--- config.mk ---
export PLATFORM = sky130hd
export DESIGN_NAME = generation_scheduler_flat
export DESIGN_NICKNAME = d
export VERILOG_FILES = /design/src/rtl/generation_scheduler_if.sv /design/src/rtl/generation_scheduler.sv /design/src/flat_wrapper.sv
export SDC_FILE = /design/constraint.sdc
export NUM_CORES = 1
export LEC_CHECK = 0
export ABC_CLOCK_PERIOD_IN_PS = 2150
export BUFFER_PORTS_ARGS = -buffer_cell sky130_fd_sc_hd__buf_4
export CAP_MARGIN = 20
export CORE_MARGIN = 3
export CORE_UTILIZATION = 53
export DETAILED_ROUTE_END_ITERATION = 8
export MAX_ROUTING_LAYER = met4
export PLACE_DENSITY = 0.84
export SLEW_MARGIN = 20
export SYNTH_ARGS = -nofsm -noshare
export SYNTH_HDL_FRONTEND = slang
export SYNTH_SLANG_ARGS = --single-unit
--- constraint.sdc ---
create_clock -name out_stream_aclk -period 2.15 [get_ports out_stream_aclk]
set_input_delay 0.1075 -clock out_stream_aclk [delete_from_list [all_inputs] [get_ports out_stream_aclk]]
set_output_delay 0.1075 -clock out_stream_aclk [all_outputs]
set_load 0.02 [all_outputs]
--- src/rtl/generation_scheduler_if.sv ---
// Control/status bundle between the run/step regfile side and the generation scheduler.
// GEN_SCHED_FRAME_DIV_EN adds the frame_div control field.
interface generation_scheduler_if #(
  parameter int Y_WIDTH   = 10,
  parameter int CNT_WIDTH = 32
);
  logic                 run;
  logic                 step_req;
  logic                 sof;
  logic                 row_valid;
`ifdef GEN_SCHED_FRAME_DIV_EN
  logic [7:0]           frame_div;
`endif
  logic                 calc_flag;
  logic [Y_WIDTH-1:0]   calc_row;
  logic                 bank_sel;
  logic                 busy;
  logic                 gen_done;
  logic [CNT_WIDTH-1:0] gen_count;

`ifdef GEN_SCHED_FRAME_DIV_EN
  modport master (
    output run, step_req, sof, row_valid, frame_div,
    input  calc_flag, calc_row, bank_sel, busy, gen_done, gen_count
  );
  modport slave (
    input  run, step_req, sof, row_valid, frame_div,
    output calc_flag, calc_row, bank_sel, busy, gen_done, gen_count
  );
`else
  modport master (
    output run, step_req, sof, row_valid,
    input  calc_flag, calc_row, bank_sel, busy, gen_done, gen_count
  );
  modport slave (
    input  run, step_req, sof, row_valid,
    output calc_flag, calc_row, bank_sel, busy, gen_done, gen_count
  );
`endif
endinterface

--- src/rtl/generation_scheduler.sv ---
// Sequences one Game-of-Life generation at a time and flips the ping-pong bank only on start-of-frame.
// Optional feature macro: GEN_SCHED_FRAME_DIV_EN (swap at most once per frame_div frames).
module generation_scheduler #(
  parameter int Y_SIZE    = 720,
  parameter int Y_WIDTH   = $clog2(Y_SIZE),
  parameter int CNT_WIDTH = 32
) (
  input  logic                  out_stream_aclk,
  input  logic                  periph_reset,
  generation_scheduler_if.slave ctrl
);

  typedef enum logic [1:0] {
    IDLE      = 2'd0,
    CALC      = 2'd1,
    WAIT_SWAP = 2'd2
  } state_t;

  state_t               state_r;
  state_t               state_nx_s;
  logic                 calc_flag_r;
  logic                 calc_flag_s;
  logic [Y_WIDTH-1:0]   calc_row_r;
  logic [Y_WIDTH-1:0]   calc_row_s;
  logic                 bank_sel_r;
  logic                 bank_sel_s;
  logic                 busy_r;
  logic                 busy_s;
  logic                 gen_done_r;
  logic                 gen_done_s;
  logic [CNT_WIDTH-1:0] gen_count_r;
  logic [CNT_WIDTH-1:0] gen_count_s;
  logic                 step_pending_r;
  logic                 step_pending_s;
  logic                 last_row_s;
  logic                 frame_ok_s;
  logic                 swap_s;

`ifdef GEN_SCHED_FRAME_DIV_EN
  logic [7:0]           frame_cnt_r;

  // Qualify sof once enough frames have elapsed; a divider of 0 acts as 1.
  always_comb begin
    frame_ok_s = (({1'b0, frame_cnt_r} + 9'd1) >=
                  ((ctrl.frame_div == 8'd0) ? 9'd1 : {1'b0, ctrl.frame_div}));
  end

  // Saturating count of frames seen since the last swap.
  always_ff @(posedge out_stream_aclk) begin
    if (periph_reset) begin
      frame_cnt_r <= 8'd0;
    end else if (swap_s) begin
      frame_cnt_r <= 8'd0;
    end else if (ctrl.sof && (frame_cnt_r != 8'hFF)) begin
      frame_cnt_r <= frame_cnt_r + 8'd1;
    end else begin
      frame_cnt_r <= frame_cnt_r;
    end
  end
`else
  assign frame_ok_s = 1'b1;
`endif

  assign last_row_s = ctrl.row_valid && (calc_row_r == Y_WIDTH'(Y_SIZE - 1));
  assign swap_s     = (state_r == WAIT_SWAP) && ctrl.sof && frame_ok_s;

  // State and registered outputs.
  always_ff @(posedge out_stream_aclk) begin
    if (periph_reset) begin
      state_r        <= IDLE;
      calc_flag_r    <= 1'b0;
      calc_row_r     <= {Y_WIDTH{1'b0}};
      bank_sel_r     <= 1'b0;
      busy_r         <= 1'b0;
      gen_done_r     <= 1'b0;
      gen_count_r    <= {CNT_WIDTH{1'b0}};
      step_pending_r <= 1'b0;
    end else begin
      state_r        <= state_nx_s;
      calc_flag_r    <= calc_flag_s;
      calc_row_r     <= calc_row_s;
      bank_sel_r     <= bank_sel_s;
      busy_r         <= busy_s;
      gen_done_r     <= gen_done_s;
      gen_count_r    <= gen_count_s;
      step_pending_r <= step_pending_s;
    end
  end

  // Next-state: a stale step never chains a generation out of WAIT_SWAP.
  always_comb begin
    state_nx_s = state_r;
    case (state_r)
      IDLE: begin
        if (ctrl.run || step_pending_r) begin
          state_nx_s = CALC;
        end else begin
          state_nx_s = IDLE;
        end
      end
      CALC: begin
        if (last_row_s) begin
          state_nx_s = WAIT_SWAP;
        end else begin
          state_nx_s = CALC;
        end
      end
      WAIT_SWAP: begin
        if (swap_s) begin
          state_nx_s = ctrl.run ? CALC : IDLE;
        end else begin
          state_nx_s = WAIT_SWAP;
        end
      end
      default: state_nx_s = IDLE;
    endcase
  end

  // Next values of the registered outputs.
  always_comb begin
    calc_row_s = calc_row_r;
    if (state_r == CALC) begin
      if (last_row_s) begin
        calc_row_s = {Y_WIDTH{1'b0}};
      end else if (ctrl.row_valid) begin
        calc_row_s = calc_row_r + Y_WIDTH'(1);
      end else begin
        calc_row_s = calc_row_r;
      end
    end else begin
      calc_row_s = {Y_WIDTH{1'b0}};
    end

    calc_flag_s = (state_nx_s == CALC);
    busy_s      = (state_nx_s != IDLE);
    gen_done_s  = swap_s;
    bank_sel_s  = swap_s ? ~bank_sel_r : bank_sel_r;
    gen_count_s = swap_s ? (gen_count_r + CNT_WIDTH'(1)) : gen_count_r;

    step_pending_s = step_pending_r;
    if ((state_r == IDLE) && (state_nx_s == CALC)) begin
      step_pending_s = 1'b0;
    end else if (ctrl.step_req && !ctrl.run) begin
      step_pending_s = 1'b1;
    end else begin
      step_pending_s = step_pending_r;
    end
  end

  assign ctrl.calc_flag = calc_flag_r;
  assign ctrl.calc_row  = calc_row_r;
  assign ctrl.bank_sel  = bank_sel_r;
  assign ctrl.busy      = busy_r;
  assign ctrl.gen_done  = gen_done_r;
  assign ctrl.gen_count = gen_count_r;

endmodule

--- src/flat_wrapper.sv ---
// flat-port wrapper written by rule: the top's interface ports become plain ports
module generation_scheduler_flat 
#(
  parameter int Y_SIZE    = 720,
  parameter int Y_WIDTH   = $clog2(Y_SIZE),
  parameter int CNT_WIDTH = 32
)
  (out_stream_aclk, periph_reset, ctrl_run, ctrl_step_req, ctrl_sof, ctrl_row_valid, ctrl_calc_flag, ctrl_calc_row, ctrl_bank_sel, ctrl_busy, ctrl_gen_done, ctrl_gen_count);
  generation_scheduler_if #(.Y_WIDTH(Y_WIDTH), .CNT_WIDTH(CNT_WIDTH)) ctrl_i ();
  input  logic out_stream_aclk;
  input  logic periph_reset;
  input wire logic [$bits(ctrl_i.run)-1:0] ctrl_run;
  input wire logic [$bits(ctrl_i.step_req)-1:0] ctrl_step_req;
  input wire logic [$bits(ctrl_i.sof)-1:0] ctrl_sof;
  input wire logic [$bits(ctrl_i.row_valid)-1:0] ctrl_row_valid;
  output wire logic [$bits(ctrl_i.calc_flag)-1:0] ctrl_calc_flag;
  output wire logic [$bits(ctrl_i.calc_row)-1:0] ctrl_calc_row;
  output wire logic [$bits(ctrl_i.bank_sel)-1:0] ctrl_bank_sel;
  output wire logic [$bits(ctrl_i.busy)-1:0] ctrl_busy;
  output wire logic [$bits(ctrl_i.gen_done)-1:0] ctrl_gen_done;
  output wire logic [$bits(ctrl_i.gen_count)-1:0] ctrl_gen_count;
  assign ctrl_i.run = ctrl_run;
  assign ctrl_i.step_req = ctrl_step_req;
  assign ctrl_i.sof = ctrl_sof;
  assign ctrl_i.row_valid = ctrl_row_valid;
  assign ctrl_calc_flag = ctrl_i.calc_flag;
  assign ctrl_calc_row = ctrl_i.calc_row;
  assign ctrl_bank_sel = ctrl_i.bank_sel;
  assign ctrl_busy = ctrl_i.busy;
  assign ctrl_gen_done = ctrl_i.gen_done;
  assign ctrl_gen_count = ctrl_i.gen_count;
  generation_scheduler #(.Y_SIZE(Y_SIZE), .Y_WIDTH(Y_WIDTH), .CNT_WIDTH(CNT_WIDTH)) u_core (.out_stream_aclk(out_stream_aclk), .periph_reset(periph_reset), .ctrl(ctrl_i));
endmodule
==> summary.txt, run 1 <==
Placement
  – Final Wtd Congestion: 0.816
  – Buffers on Ports: 51
  – Pre-CTS setup slack: 254 ps
  – HPWL after DPL: 3490 µm
  – Post-Place Cell Area: 2660 µm²

Detailed routing
  – Post-route ant nets: 0
  – Starting DRT DRC Count: 71
  – Via density: 5.70
  – Drt drc: 0
  – Vias: 2008
  – Uppermost layer routed: met4
  – Routed Wire Length: 4860 µm
  – WL met3: 207 µm
  – Drt first pass iters: 4
  – Drt wl/cell: 13.8 µm
  – Wire length on met2: 2360 µm
  – M1 WL: 2260 µm

STA
  – Minimum clock period: 1930 ps
  – Endpoints failing setup: 0
  – Fin. max-slew vios: 0
  – Worst Setup Slack, final: 217 ps
  – Final Skew: 9.69 ps
  – Slew @ Worst Pin: 416 ps
  – Final setup TNS: 0 ps
  – Slew HR: 72.2%
  – Peak Freq: 517 MHz
  – Final hold violation count: 0
  – Final Cycle Share: 89.9%
  – RSZ-0062 raised after global routing: false

Global routing
  – Total GRT Usage: 19.7%
  – Initial antenna violation count: 0
  – Total gr overflow: 0
  – Largest net degree at the start of global routing: 41
  – Vias in the first global route: 1840
  – First-pass GRT wire length: 8090 µm

Finish
  – Nets: 310
  – Number of diodes: 0
  – Final Core Density: 67.6%
  – Fin area: 2740 µm²
  – Commonest non-fill, non-tap cell in the layout: buf_4
  – Area growth from synthesis to layout: 20.6%
  – Layout cells sized above 1: 23.2%
  – Commonest cells after routing, fill and taps aside: buf_4, dfxtp_1, nor2_1, a21oi_1, nand2_1

Setup path
  – CP Cell Sequence: and4_4 > nand4_2 > or4_1 > a21oi_1
  – WP buf/inv: 0
  – R2r setup slk: 220 ps
  – Slowest library cell on the worst path: or4_1
  – CP startpoint kind: flop
  – Crit path launch: u_core.ctrl.gen_count[4]
  – Arr. time, crit path: 2160 ps
  – Crit-path max FO: 18
  – Reg2reg path depth: 4
  – Setup CP Type: flop to flop
  – Reg2reg end: u_core.ctrl.gen_count[31]
  – Critical Path Max Stage Delay: 610 ps
  – Largest delay contributor family on the critical path: simple AND/OR/NAND/NOR gates
  – CP endpoint kind: flop
  – Worst reg2reg path startpoint: u_core.ctrl.gen_count[4]
  – Critical Path RT: 2370 ps

Clock tree
  – Post-cts resize count: 0
  – Clk Latency, worst-skew pair: 290 ps
  – H-tree Lvls: 2
  – CTS sink count: 49
  – CTS tree: done
  – Hold Buf Count CTS: 0
  – CTS clk-pin slew, worst paths: 80 ps
  – Clk root buf: clkbuf_8
  – Postcts setup bufs: 0
  – CTS buffer count: 5
  – Clk buf depth: 2

Hold path
  – Min-delay worst type: input pin to flop
  – Origin of the worst min-delay path: ctrl_row_valid
  – Hold path depth: 3
  – Hold Path Sink: u_core.ctrl.calc_row[0]

Power
  – Leak: 0.997 nW
  – Peak VDD IR: 0.000447 V
  – Power per standard cell area: 549 nW/µm²
  – Pwr Total: 1.51 mW

Status
  – Status: finished, final reports clean

Yosys
  – Avg Synthesized Cell Area: 8.96 µm²
  – Synth Warn #: 0
  – Netlist cell types: 38
  – Synthesized flop and latch total: 49
  – Cells after Synth: 254
  – Syn Std Cell Area: 2270 µm²
  – Syn Nets: 262
  – Seq/Total Area, Yosys: 43.1%

Job
  – Max-Cap Viols: 0

Floorplanning
  – Die footprint: 5110 µm²
  – # rows: 23
  – Die Span Y: 71.5 µm
  – Core footprint: 4060 µm²
  – IO Pins: 52
  – Initial Utilization: 56.1%
  – Die width: 71.5 µm
==> through the flow <==
stage	hold WS (ps)	std cells
detailed placement	412	345
global route	127	352
finish	107	352
floorplan	294	254
CTS	104	352
global placement	402	345
==> logic make-up (layout without fill, tap and decap cells) <==
group	count (synthesis)	in the layout	synth area share [%]
AO/OA/AOI/OAI	49	49	12.8
multiplexers	1	1	0.440
AND/OR/NAND/NOR	116	116	30.5
XOR/XNOR	21	21	8.09
adder cells (fa/ha/maj)	2	2	1.10
flip-flops	49	49	43.1
buffers and inverters	16	64	3.96
==> worst register-to-register path: stages (launching register included) <==
cell and delay [ps]:
dfxtp_1 460, and4_4 310, nand4_2 350, or4_1 610, a21oi_1 140
==> routing by layer <==
metal	GRT usage, %	vias up
met5	-	-
met4	5.85	0
met3	3.79	4
met2	32.9	42
met1	24.2	934
li1	-	1028
==> power by group <==
group	internal (mW)	switching [mW]	leakage, nW	total (mW)
Clock	0.255	0.270	0.0443	0.525
Sequential	0.915	0.00713	0.396	0.922
Combinational	0.0250	0.0351	0.557	0.0601
Total	1.19	0.312	0.997	1.51
==> synthesized netlist by cell type <==
cell      number  share of area, %
dfxtp_1       49                43
nor2_1        29               4.8
a21oi_1       24               5.3
nand2_1       16               2.6
xnor2_1       14               5.4
nand3_1       13               2.9
o31ai_1       13               4.3
or4_1         13               4.3
nand4_1        8               2.2
o21ai_0        8               1.8
or3_1          7               1.9
xor2_1         7               2.7
and4_1         5               1.9
clkbuf_1       5              0.83
inv_1          5              0.83
nor3_1         4              0.88
nor4_1         4               1.1
buf_2          3              0.66
nand4_2        3               1.7
and3_1         2              0.55
and4_4         2              0.99
buf_6          2              0.99
ha_1           2               1.1
or4b_1         2              0.88
a31o_2         1              0.39
a31oi_1        1              0.28
and2_1         1              0.28
and3b_2        1              0.44
buf_8          1              0.66
mux2i_1        1              0.44
nand2b_1       1              0.28
nand3_2        1              0.44
nand3_4        1              0.77
nand3b_1       1              0.33
nand4_4        1              0.94
o21ba_2        1              0.44
o21bai_1       1              0.33
or3b_2         1              0.39
==> how the worst max path moves through the flow <==
| stage | slack (ps) | depth (start not counted) | to |
|---|---|---|---|
| finish | 220 | 4 | u_core.ctrl.gen_count[31] |
| global route | 40 | 4 | u_core.ctrl.gen_count[28] |
| CTS | 240 | 4 | u_core.ctrl.gen_count[31] |
| detailed placement | 250 | 5 | u_core.ctrl.gen_count[18] |
| global placement | 300 | 4 | u_core.ctrl.gen_count[31] |
| floorplan | 300 | 6 | u_core.ctrl.gen_count[18] |
==> layout make-up <==
type	count	area, µm²
clock buffer	7	86.3
fill	330	1320
inverter	5	18.8
multi-input combinational	189	1200
sequential	49	981
tap	50	62.6
timing repair buffer	52	390
==> state kept, by name (all words and copies together) (netlist names) <==
signal and cells:
u_core.ctrl.gen_count 32, u_core.state_r 2, u_core.ctrl.calc_flag 1, u_core.ctrl.busy 1
u_core.step_pending_r 1, u_core.ctrl.gen_done 1, u_core.ctrl.calc_row 10, u_core.ctrl.bank_sel 1
(Power assumes the default switching activity.)
==> run 2: changes to the inputs <==
--- a/config.mk
+++ b/config.mk
@@ -13,6 +13,7 @@
 export DETAILED_ROUTE_END_ITERATION = 8
 export MAX_ROUTING_LAYER = met4
 export PLACE_DENSITY = 0.84
+export RECOVER_POWER = 50
 export SLEW_MARGIN = 20
 export SYNTH_ARGS = -nofsm -noshare
 export SYNTH_HDL_FRONTEND = slang
==> run 2 against run 1 <==
Net effect: setup slack lost 3.4 ps; cell count is the same; maximum frequency shrank 0.18%; sequential share of layout area grew 2.3 points; worst hold slack gained 2.3 ps; clock power is essentially flat; critical path type unchanged; largest power group unchanged; highest routed layer unchanged.
==> summary.txt, run 2 (same netlist as run 1, synthesis figures left out) <==
Status
  – Status: finished, final reports clean (unchanged)

Finish
  – Number of diodes: 0 (unchanged)
  – Layout cells sized above 1: 8.61% (was 23.2%)
  – Nets: 310 (unchanged)
  – Final Core Density: 63.5% (was 67.6%)
  – Commonest non-fill, non-tap cell in the layout: dfxtp_1 (was buf_4)
  – Fillers: 387 (was 330)
  – Commonest cells after routing, fill and taps aside: dfxtp_1, clkbuf_1, nor2_1, a21oi_1, nand2_1 (was buf_4, dfxtp_1, nor2_1, a21oi_1, nand2_1)
  – Number of flip-flops in the largest register: 32 (unchanged)
  – Area growth from synthesis to layout: 13.3% (was 20.6%)

Power
  – Internal power: 1.19 mW (about the same)
  – Register share of total power: 61.4% (was 61.2%)
  – Sw Share: 20.6% (was 20.7%)
  – Power per standard cell area: 582 nW/µm² (was 549 nW/µm²)
  – Switching power total: 309 µW (was 312 µW)
  – Peak VDD IR: 0.000446 V (was 0.000447 V)
  – Leak: 0.810 nW (was 0.997 nW)
  – Clock share of power: 34.8% (about the same)
  – Combinational fraction of design power: 3.7% (was 4.0%)

Global routing
  – Vias in the first global route: 1840 (unchanged)
  – Total gr overflow: 0 (unchanged)
  – Largest net degree at the start of global routing: 41 (unchanged)
  – Initial antenna violation count: 0 (unchanged)
  – Total GRT Usage: 19.7% (unchanged)
  – First-pass GRT wire length: 8090 µm (unchanged)

STA
  – RSZ-0062 raised after global routing: false (unchanged)
  – Slew HR: 72.6% (was 72.2%)
  – Final Cycle Share: 90.1% (was 89.9%)
  – Final Skew: 8.60 ps (was 9.69 ps)
  – Minimum clock period: 1940 ps (was 1930 ps)
  – Final setup TNS: 0 ps (unchanged)
  – Peak Freq: 516 MHz (was 517 MHz)
  – Fin. max-slew vios: 0 (unchanged)
  – Min Hold Slack: 109 ps (was 107 ps)
  – Endpoints failing setup: 0 (unchanged)
  – Slew @ Worst Pin: 410 ps (was 416 ps)
  – Final hold violation count: 0 (unchanged)

Setup path
  – CP startpoint kind: flop (unchanged)
  – Crit-path max FO: 18 (unchanged)
  – Critical Path RT: 2370 ps (about the same)
  – CP endpoint kind: flop (unchanged)
  – CP Cell Sequence: and4_4 > nand4_2 > or4_1 > a21oi_1 (unchanged)
  – Arr. time, crit path: 2160 ps (about the same)
  – Critical Path Max Stage Delay: 610 ps (about the same)
  – Slowest library cell on the worst path: or4_1 (unchanged)
  – Setup CP Type: flop to flop (unchanged)

Clock tree
  – Clk root buf: clkbuf_8 (unchanged)
  – CTS sink count: 49 (unchanged)
  – Post-cts resize count: 0 (unchanged)
  – Hold Buf Count CTS: 0 (unchanged)
  – Postcts setup bufs: 0 (unchanged)
  – H-tree Lvls: 2 (unchanged)
  – CTS buffer count: 5 (unchanged)
  – CTS clk-pin slew, worst paths: 80 ps (about the same)
  – CTS tree: done (unchanged)
  – Clk Latency, worst-skew pair: 290 ps (about the same)
  – Clk buf depth: 2 (unchanged)

Hold path
  – Min-delay worst type: input pin to flop (unchanged)

Floorplanning
  – Die Span Y: 71.5 µm (unchanged)
  – IO Pins: 52 (unchanged)
  – Die footprint: 5110 µm² (unchanged)
  – Die width: 71.5 µm (unchanged)
  – # rows: 23 (unchanged)
  – Initial Utilization: 56.1% (unchanged)
  – Core footprint: 4060 µm² (unchanged)

Detailed routing
  – Post-route ant nets: 0 (unchanged)
  – Starting DRT DRC Count: 69 (was 71)
  – Vias: 2026 (was 2008)
  – Via density: 5.76 (was 5.70)
  – Drt wl/cell: 13.7 µm (was 13.8 µm)
  – Drt drc: 0 (unchanged)
  – Drt first pass iters: 4 (unchanged)
  – Routed Wire Length: 4820 µm (was 4860 µm)

Placement
  – Final Wtd Congestion: 0.816 (unchanged)
  – Buffers on Ports: 51 (unchanged)
  – HPWL after DPL: 3490 µm (unchanged)

Job
  – Max-Cap Viols: 0 (unchanged)
==> run 2: power by group through the flow <==
| stage | Combinational (mW) | Clock [mW] | Sequential [mW] |
|---|---|---|---|
| global placement | 0.0585 | 0 | 0.943 |
| global route | 0.0625 | 0.573 | 0.923 |
| floorplan | 0.0326 | 0 | 0.947 |
| CTS | 0.0602 | 0.542 | 0.922 |
| finish | 0.0558 | 0.522 | 0.921 |
| detailed placement | 0.0603 | 0 | 0.943 |
==> run 2: worst max-delay path: cells and delay by family (launching register included) <==
family	cells	cell delay, ps
compound gates	1	140
simple gates	3	1270
flops	1	460
==> run 2: final cells by class <==
type / count / area [µm²] / area share (%)
multi-input cells: 189 / 1200 / 46.7
clock buffers: 7 / 86.3 / 3.35
flip-flops and latches: 49 / 981 / 38.1
inverters: 5 / 18.8 / 0.728
repair buffers: 52 / 225 / 8.74
well taps: 50 / 62.6 / 2.43
==> run 2: per-stage QoR <==
stage / std cells / instance area [µm²] / setup slack (ps) / power, mW
2_1_floorplan: 254 / 2270 / 297 / 0.980
4_1_cts: 352 / 2740 / 238 / 1.52
5_1_grt: 352 / 2580 / 41.8 / 1.56
6_report: 352 / 2580 / 214 / 1.50
3_3_place_gp: 345 / 2660 / 298 / 1.00
3_5_place_dp: 345 / 2660 / 254 / 1.00
==> run 2: path summary, 6_finish.rpt <==
| check | to | slack, ps | depth (start not counted) | start |
|---|---|---|---|---|
| max reg2reg | u_core.ctrl.gen_count[31] | 210 | 4 | u_core.ctrl.gen_count[4] |
| max | u_core.ctrl.gen_count[31] | 210 | 4 | u_core.ctrl.gen_count[4] |
| min reg2reg | u_core.ctrl.gen_count[22] | 500 | 2 | u_core.ctrl.gen_count[22] |
| min | u_core.ctrl.calc_row[0] | 110 | 3 | ctrl_row_valid |
==> run 2: metal layers <==
layer  up-vias  track usage (%)  wire (µm)
li1       1028                -          -
met4         0             5.85         32
met2        55             32.9       2340
met5         -                -          0
met1       939             24.2       2220
met3         4             3.79        230
==> run 3: changes to the inputs <==
--- a/config.mk
+++ b/config.mk
@@ -8,8 +8,10 @@
 export ABC_CLOCK_PERIOD_IN_PS = 2150
 export BUFFER_PORTS_ARGS = -buffer_cell sky130_fd_sc_hd__buf_4
 export CAP_MARGIN = 20
+export CELL_PAD_IN_SITES_DETAIL_PLACEMENT = 1
+export CELL_PAD_IN_SITES_GLOBAL_PLACEMENT = 1
 export CORE_MARGIN = 3
-export CORE_UTILIZATION = 53
+export CORE_UTILIZATION = 40
 export DETAILED_ROUTE_END_ITERATION = 8
 export MAX_ROUTING_LAYER = met4
 export PLACE_DENSITY = 0.84
==> run 3 against run 2 <==
Net effect: clock-buffer cell count unchanged; wire length increased by 18%; first-iteration DRC count increased by 10%; die area increased by 30%; via count increased by 3.0%; cell count increased by 5.7%; total power increased by 2.6%; register-to-register slack got worse by 30 ps; critical endpoint is now u_core.ctrl.gen_count[29]; highest routed layer unchanged.
==> summary.txt, run 3 (same netlist as run 1, synthesis figures left out) <==
Detailed routing
  – Post-route ant nets: 0 (unchanged)
  – Drt first pass iters: 4 (unchanged)
  – Drt drc: 0 (unchanged)
  – Via density: 5.61 (was 5.76)
  – Vias: 2086 (was 2026)
  – Starting DRT DRC Count: 76 (was 69)
  – Drt wl/cell: 15.4 µm (was 13.7 µm)
  – Routed Wire Length: 5710 µm (was 4820 µm)

Setup path
  – CP endpoint kind: flop (unchanged)
  – Crit-path max FO: 18 (unchanged)
  – Crit path launch: u_core.ctrl.gen_count[4] (unchanged)
  – Critical Path Max Stage Delay: 590 ps (was 610 ps)
  – Reg2reg end: u_core.ctrl.gen_count[29] (was u_core.ctrl.gen_count[31])
  – CP endpoint: u_core.ctrl.gen_count[29] (was u_core.ctrl.gen_count[31])
  – R2r setup slk: 190 ps (was 210 ps)
  – Reg2reg path depth: 4 (unchanged)
  – Arr. time, crit path: 2200 ps (was 2160 ps)
  – Largest delay contributor family on the critical path: simple AND/OR/NAND/NOR gates (unchanged)
  – Critical path depth in cells: 4 (unchanged)
  – Critical Path RT: 2380 ps (was 2370 ps)
  – Slowest library cell on the worst path: or4_1 (unchanged)
  – Worst reg2reg path startpoint: u_core.ctrl.gen_count[4] (unchanged)
  – CP Cell Sequence: and4_4 > nand4_2 > or4_1 > a21oi_1 (unchanged)
  – Setup CP Type: flop to flop (unchanged)
  – CP startpoint kind: flop (unchanged)
  – WP buf/inv: 0 (unchanged)

Power
  – Combinational fraction of design power: 3.6% (was 3.7%)
  – Peak VDD IR: 0.000457 V (was 0.000446 V)
  – Sw Share: 22.5% (was 20.6%)
  – Leak: 0.814 nW (was 0.810 nW)
  – Internal power: 1.19 mW (about the same)
  – Register share of total power: 59.9% (was 61.4%)
  – Pwr Total: 1.54 mW (was 1.50 mW)
  – Switching power total: 346 µW (was 309 µW)
  – Power per standard cell area: 590 nW/µm² (was 582 nW/µm²)
  – Clock share of power: 36.5% (was 34.8%)

Clock tree
  – CTS tree: done (unchanged)
  – H-tree Lvls: 2 (unchanged)
  – CTS clk-pin slew, worst paths: 90 ps (was 80 ps)
  – Post-cts resize count: 0 (unchanged)
  – Clk Latency, worst-skew pair: 310 ps (was 290 ps)
  – Clk root buf: clkbuf_8 (unchanged)
  – Postcts setup bufs: 0 (unchanged)
  – CTS sink count: 49 (unchanged)
  – Clk buf depth: 2 (unchanged)
  – Hold Buf Count CTS: 0 (unchanged)
  – CTS buffer count: 5 (unchanged)

Floorplanning
  – # rows: 26 (was 23)
  – Core footprint: 5300 µm² (was 4060 µm²)
  – Die Span Y: 81.4 µm (was 71.5 µm)
  – Die footprint: 6630 µm² (was 5110 µm²)
  – IO Pins: 52 (unchanged)
  – Die width: 81.4 µm (was 71.5 µm)
  – Initial Utilization: 42.9% (was 56.1%)

Hold path
  – Min-delay worst type: input pin to flop (unchanged)

Finish
  – Commonest non-fill, non-tap cell in the layout: dfxtp_1 (unchanged)
  – Layout cells sized above 1: 8.94% (was 8.61%)
  – Commonest cells after routing, fill and taps aside: dfxtp_1, clkbuf_1, nor2_1, a21oi_1, nand2_1 (unchanged)
  – Number of diodes: 0 (unchanged)
  – Area growth from synthesis to layout: 14.6% (was 13.3%)
  – Number of flip-flops in the largest register: 32 (unchanged)
  – Fillers: 671 (was 387)
  – Nets: 310 (unchanged)

Global routing
  – First-pass GRT wire length: 9490 µm (was 8090 µm)
  – Total GRT Usage: 18.8% (was 19.7%)
  – Largest net degree at the start of global routing: 41 (unchanged)
  – Total gr overflow: 0 (unchanged)
  – Initial antenna violation count: 0 (unchanged)
  – Vias in the first global route: 1944 (was 1840)

STA
  – Final Cycle Share: 91.3% (was 90.1%)
  – RSZ-0062 raised after global routing: false (unchanged)
  – Peak Freq: 509 MHz (was 516 MHz)
  – Final setup TNS: 0 ps (unchanged)
  – Slew @ Worst Pin: 416 ps (was 410 ps)
  – Final hold violation count: 0 (unchanged)
  – Minimum clock period: 1960 ps (was 1940 ps)
  – Endpoints failing setup: 0 (unchanged)
  – Fin. max-slew vios: 0 (unchanged)
  – Slew HR: 72.2% (was 72.6%)
  – Final Skew: 4.67 ps (was 8.60 ps)

Status
  – Status: finished, final reports clean (unchanged)

Job
  – Max-Cap Viols: 0 (unchanged)

Placement
  – HPWL after DPL: 4040 µm (was 3490 µm)
  – Buffers on Ports: 51 (unchanged)
  – Final Wtd Congestion: 0.768 (was 0.816)
-- run 3: through the flow --
step	area, µm²	utilization, %	hold WS [ps]	instances	setup WS, ps
2_1_floorplan	2270	-	294	254	297
3_3_place_gp	2680	50.6	399	365	239
3_5_place_dp	2680	50.6	416	365	203
4_1_cts	2770	52.2	81.0	372	181
5_1_grt	2610	49.2	111	372	3.84
6_report	2610	49.2	91.2	372	186
-- run 3: layout make-up --
class	instances	area, µm²	share of cell area, %
clock buffers	7	86.3	3.31
repair buffers	52	229	8.79
multi-input cells	189	1200	46.2
flip-flops and latches	49	981	37.6
inverters	5	18.8	0.720
well taps	70	87.6	3.36
-- run 3: metal layers --
metal  routed length [µm]  track usage (%)
met1                 2590             22.9
met2                 2770             30.4
met3                  216             3.07
met4                  129             8.61
met5                    0                -
-- run 3: worst min-delay path by stage --
stage / end / from / cells past startpoint
after global routing: u_core.step_pending_r / ctrl_run / 3
after CTS: u_core.step_pending_r / ctrl_run / 3
after floorplan: u_core.step_pending_r / ctrl_run / 2
after detailed placement: u_core.step_pending_r / ctrl_run / 3
after global placement: u_core.step_pending_r / ctrl_run / 3
final: u_core.step_pending_r / ctrl_run / 3
-- run 3: power by group through the flow --
stage | logic (mW) | clock network [mW] | registers (mW)
after global placement | 0.0592 | 0 | 0.943
final | 0.0561 | 0.561 | 0.921
after floorplan | 0.0326 | 0 | 0.947
after detailed placement | 0.0603 | 0 | 0.942
after CTS | 0.0612 | 0.583 | 0.921
after global routing | 0.0619 | 0.621 | 0.923
-- run 3: tightest hold or removal path, cell delays in order --
cell and delay [ps]:
buf_4 90, or3b_2 100, a21oi_1 50
